`config.mk`:
```
export PLATFORM = sky130hd
export DESIGN_NAME = rep_div_seq
export DESIGN_NICKNAME = d
export VERILOG_FILES = /design/src/rtl/rep_div_seq.sv
export SDC_FILE = /design/constraint.sdc
export NUM_CORES = 1
export LEC_CHECK = 0
export ABC_AREA = 1
export ABC_CLOCK_PERIOD_IN_PS = 1720
export CAP_MARGIN = 5
export CELL_PAD_IN_SITES_DETAIL_PLACEMENT = 0
export CELL_PAD_IN_SITES_GLOBAL_PLACEMENT = 1
export CORE_ASPECT_RATIO = 0.9
export CORE_MARGIN = 10
export CORE_UTILIZATION = 36
export CTS_CLUSTER_DIAMETER = 200
export CTS_CLUSTER_SIZE = 25
export DETAILED_ROUTE_END_ITERATION = 10
export PLACE_DENSITY = 0.82
export SLEW_MARGIN = 20
export SYNTH_ARGS = -nofsm -noshare
export SYNTH_HDL_FRONTEND = slang
export SYNTH_SLANG_ARGS = --single-unit
```
`constraint.sdc`:
```
create_clock -name clk -period 1.72 [get_ports clk]
set_input_delay 0.344 -clock clk [delete_from_list [all_inputs] [get_ports clk]]
set_output_delay 0.344 -clock clk [all_outputs]
set_load 0.03 [all_outputs]
```
`src/rtl/rep_div_seq.sv`:
```
// Sequential restoring divider for the replicated operand.
// One quotient bit per clock, valid/ready on both sides.
module rep_div_seq #(
   parameter int DW = 6,
   parameter int VW = 4
) (
   input  logic          clk,
   input  logic          rst,
   input  logic          in_valid,
   output logic          in_ready,
   input  logic [DW-1:0] dividend,
   input  logic [VW-1:0] divisor,
   output logic          out_valid,
   input  logic          out_ready,
   output logic [DW-1:0] quotient,
   output logic [VW-1:0] remainder,
   output logic          div_zero
);

   localparam int CW = $clog2(DW);

   typedef enum logic [1:0] {IDLE, CALC, DONE} state_t;

   state_t        state;
   logic [DW-1:0] dvd;
   logic [VW:0]   prem;
   logic [VW-1:0] dvs;
   logic [CW-1:0] cnt;
   logic [VW:0]   trial;
   logic          ge;

   always_comb begin
      trial = {prem[VW-1:0], dvd[DW-1]};
      ge    = (trial >= {1'b0, dvs});
   end

   // dividend bits shift out the top while quotient bits shift in below
   assign quotient  = dvd;
   assign remainder = prem[VW-1:0];

   always_ff @(posedge clk or posedge rst) begin
      if (rst) begin
         state     <= IDLE;
         dvd       <= '0;
         prem      <= '0;
         dvs       <= '0;
         cnt       <= '0;
         div_zero  <= 1'b0;
         in_ready  <= 1'b0;
         out_valid <= 1'b0;
      end else begin
         unique case (state)
            IDLE: begin
               in_ready <= 1'b1;
               if (in_valid && in_ready) begin
                  dvs      <= divisor;
                  prem     <= '0;
                  in_ready <= 1'b0;
                  if (divisor == '0) begin
                     dvd       <= '1;
                     div_zero  <= 1'b1;
                     out_valid <= 1'b1;
                     state     <= DONE;
                  end else begin
                     dvd      <= dividend;
                     div_zero <= 1'b0;
                     cnt      <= CW'(DW - 1);
                     state    <= CALC;
                  end
               end
            end
            CALC: begin
               prem <= ge ? (trial - {1'b0, dvs}) : trial;
               dvd  <= {dvd[DW-2:0], ge};
               if (cnt == '0) begin
                  out_valid <= 1'b1;
                  state     <= DONE;
               end else begin
                  cnt <= cnt - 1'b1;
               end
            end
            DONE: begin
               if (out_ready) begin
                  out_valid <= 1'b0;
                  in_ready  <= 1'b1;
                  state     <= IDLE;
               end
            end
            default: state <= IDLE;
         endcase
      end
   end

endmodule

```
==> results.toml <==
[outcome]
status = "finished, final reports clean"

[pwr]
pwr-share-clk_pct = 11.2
p_switching_mw = 1.61
vdd_drop_max_uv = 764
p_leak_nw = 0.854
internal_power_mw = 1.77
swShare_pct = 47.7
p_per_area_mw_per_mm2 = 2070
seq_power_share_pct = 28.6
p_comb_share_pct = 60.2

[route]
avgRoutedWirePerCell_um = 12.2
viasPerCell = 4.57
ant_nets = 0
dr.first_iter.drc_count = 99
drc_errors = 0
firstDrtPassIters = 4
wl_um = 2810
route.vias.total = 1050

[layout]
nets = 208
area_growth_pct = 30.9
nFillCells = 338
finalNonFillerCells = 230
utilization_pct = 48.7
drive_above_1_share_pct = 8.60
final_area_mm2 = 0.00163
diodes = 0

[clock_network]
hold_buffers = 0
htreeDepth = 1
cts.sinks = 22
clkSlewWorstSetupHoldPaths_ps = 80
clk_path_buf_depth = 2
post-cts-setup-buffer-count = 0
root_buffer = "clkbuf_8"
cts_inserted_buffers = 3
clk_latency_ps = 270
tritoncts = "yes"

[placed_design]
place_inst = 226
dpl_cell_area_mm2 = 0.00157
gp_congestion = 0.815
numPortBuffers = 26
dpl.hpwl_um = 2220

[worst_setup_path]
cp_max_fo = 3
worstPathCellList = "clkdlybuf4s50_1"
crit_slowest_cell = "clkdlybuf4s50_1"
r2r_end = "quotient[0]"
r2r_slack_ps = 140
crit_cells = 1
arrival_ps = 1330
end_kind = "primary output"
reg2reg_from = "prem[1]"
rr_worst_depth = 7
cp-start-kind = "flop"
critPathMaxStageDelay_ps = 690
crit_required_ps = 1380
path_buf_inv = 1
crit_type = "flop to primary output"
cp_top_family = "buffers and inverters"
startpoint = "quotient[0]"

[floorplanning]
fp.dieArea_mm2 = 0.00622
die_x_um = 82.1
pin_count = 27
dieHeight_um = 75.8
coreArea_mm2 = 0.00335
rows = 20
initial_core_util_pct = 37.2

[global_routing]
grt_pass1_vias = 993
grt_util_met2_pct = 13.4
grt_usage_pct = 9.48
grt_max_degree = 23
grt_pass1_wl_um = 4600
use_met3_pct = 2.95
busiest_layer = "met2"
antenna_found_initial = 0
grt_overflow = 0
grt_util_met1_pct = 12.9

[timing]
worstMarginPinSlew_ps = 486
slew_viol_final = 0
finalSetupTns_ps = 0
slew-limit-headroom_pct = 67.5
clock_skew_ps = 4.20
finalSetupViolCount = 0
period_share_pct = 97.5
hold_violations = 0
max_freq_ghz = 0.596
fin_crit_ps = 1680

[logic_synthesis]
yosysSeqAreaShare_pct = 44.1
synth_cell_types = 25
syn_inst = 155
synth-seq-cells = 22
syn_avg_cell_area_um2 = 8.05
synth_area_mm2 = 0.00125
syn_nets = 176
yosysWarnings = 0

[hold_path]
hp-class = "input pin to asynchronous set/reset pin"

[flow_run]
maxCapViolations = 0
[sequential cells by signal, indices dropped and copies added (netlist names)]
signal / cells
quotient: 6
dvs: 4
prem: 4
cnt: 3
state: 2
div_zero: 1
in_ready: 1
out_valid: 1
[stage by stage]
stage               worst slack, ps  hold slack, ps  power [mW]
floorplan                      62.8             333        2.43
global placement               13.2             463        3.02
detailed placement            -68.6             466        3.05
CTS                            3.51             417        3.43
global route                  -4.13             444        3.71
finish                         42.6             403        3.39
[synth_stat cells]
cell      instances  area share (%)
a21oi_1           1            0.40
a31oi_1           1            0.50
buf_2             1            0.40
buf_6             2             1.8
dfrtp_1          22              44
fa_1              1             1.6
ha_1              6             6.0
inv_1            21             6.3
inv_2             1            0.30
nand2_1          46              14
nand2_4           2             1.8
nand3_1          14             5.6
nand3b_1          3             1.8
nor2_1           10             3.0
nor2_2            1            0.50
nor2_4            1            0.90
nor3_1            1            0.40
nor3_4            1             1.3
o211ai_1          2             1.2
o21a_1            1            0.60
o21ai_0          10             4.0
o21ai_1           4             1.6
o21ai_2           1            0.70
o22ai_1           1            0.50
xor2_1            1            0.70
[what timing repair did]
item	4_1_cts	5_1_grt
resized for setup	2	6
endpoints found under the setup margin	2	10
cloned	0	0
[power by group through the flow]
stage,registers (mW),logic [mW],clock network (mW)
detailed placement,0.983,2.07,0
finish,0.968,2.04,0.379
global route,1.00,2.30,0.410
global placement,0.973,2.05,0
CTS,0.974,2.07,0.388
floorplan,1.24,1.19,0
[worst max-delay path by stage]
| stage | end |
|---|---|
| 2_1_floorplan | quotient[0] |
| 3_3_place_gp | cnt[2] |
| 3_5_place_dp | cnt[2] |
| 4_1_cts | remainder[2] |
| 5_1_grt | prem[1] |
| 6_report | quotient[0] |
[placed cells by master (no fill, tap or decap), types with 2 or more instances in the layout]
cell type,netlist,final
o211ai_1,2,2
clkbuf_8,0,4
nor2_1,10,10
inv_1,21,21
o21ai_1,4,4
dlymetal6s2s_1,0,5
nand3_1,14,14
ha_1,6,6
buf_4,0,4
nand2_4,2,2
dlygate4sd2_1,0,2
nand3b_1,3,3
dfrtp_1,22,22
clkdlybuf4s50_1,0,19
nand2_1,46,45
o21ai_0,10,10
[layout make-up]
cell class / instances / area, um2 / share of cell area [%]
flip-flops and latches: 22 / 551 / 33.7
multi-input cells: 108 / 589 / 36.1
repair buffers: 30 / 300 / 18.4
well taps: 44 / 55.1 / 3.37
clock buffers: 4 / 55.1 / 3.37
inverters: 22 / 82.6 / 5.06
[cells by family (layout without fill, tap and decap cells)]
kind of cell    count (synthesis)  count (layout)  share of synthesized area, %
simple gates                   79              79                          29.2
buf+inv                        25              56                          8.83
flops                          22              22                          44.1
compound gates                 21              21                          9.53
fa+ha+maj                       7               7                          7.62
xor+xnor                        1               1                         0.702
[metal layers]
layer / share of wire (%) / wire length (um)
met3: 6.1 / 171
met5: 0 / 0
met4: 1.2 / 35
met2: 42 / 1170
met1: 51 / 1430
[worst register-to-register path: cells and delay by family, from the launching register on]
family / cells / cell delay [ps]
and+or+nand+nor: 4 / 420
DFF: 1 / 400
adders and majority gates: 1 / 350
AOI/OAI and AO/OA: 2 / 290
No activity file was read; power rests on OpenSTA's default activity.
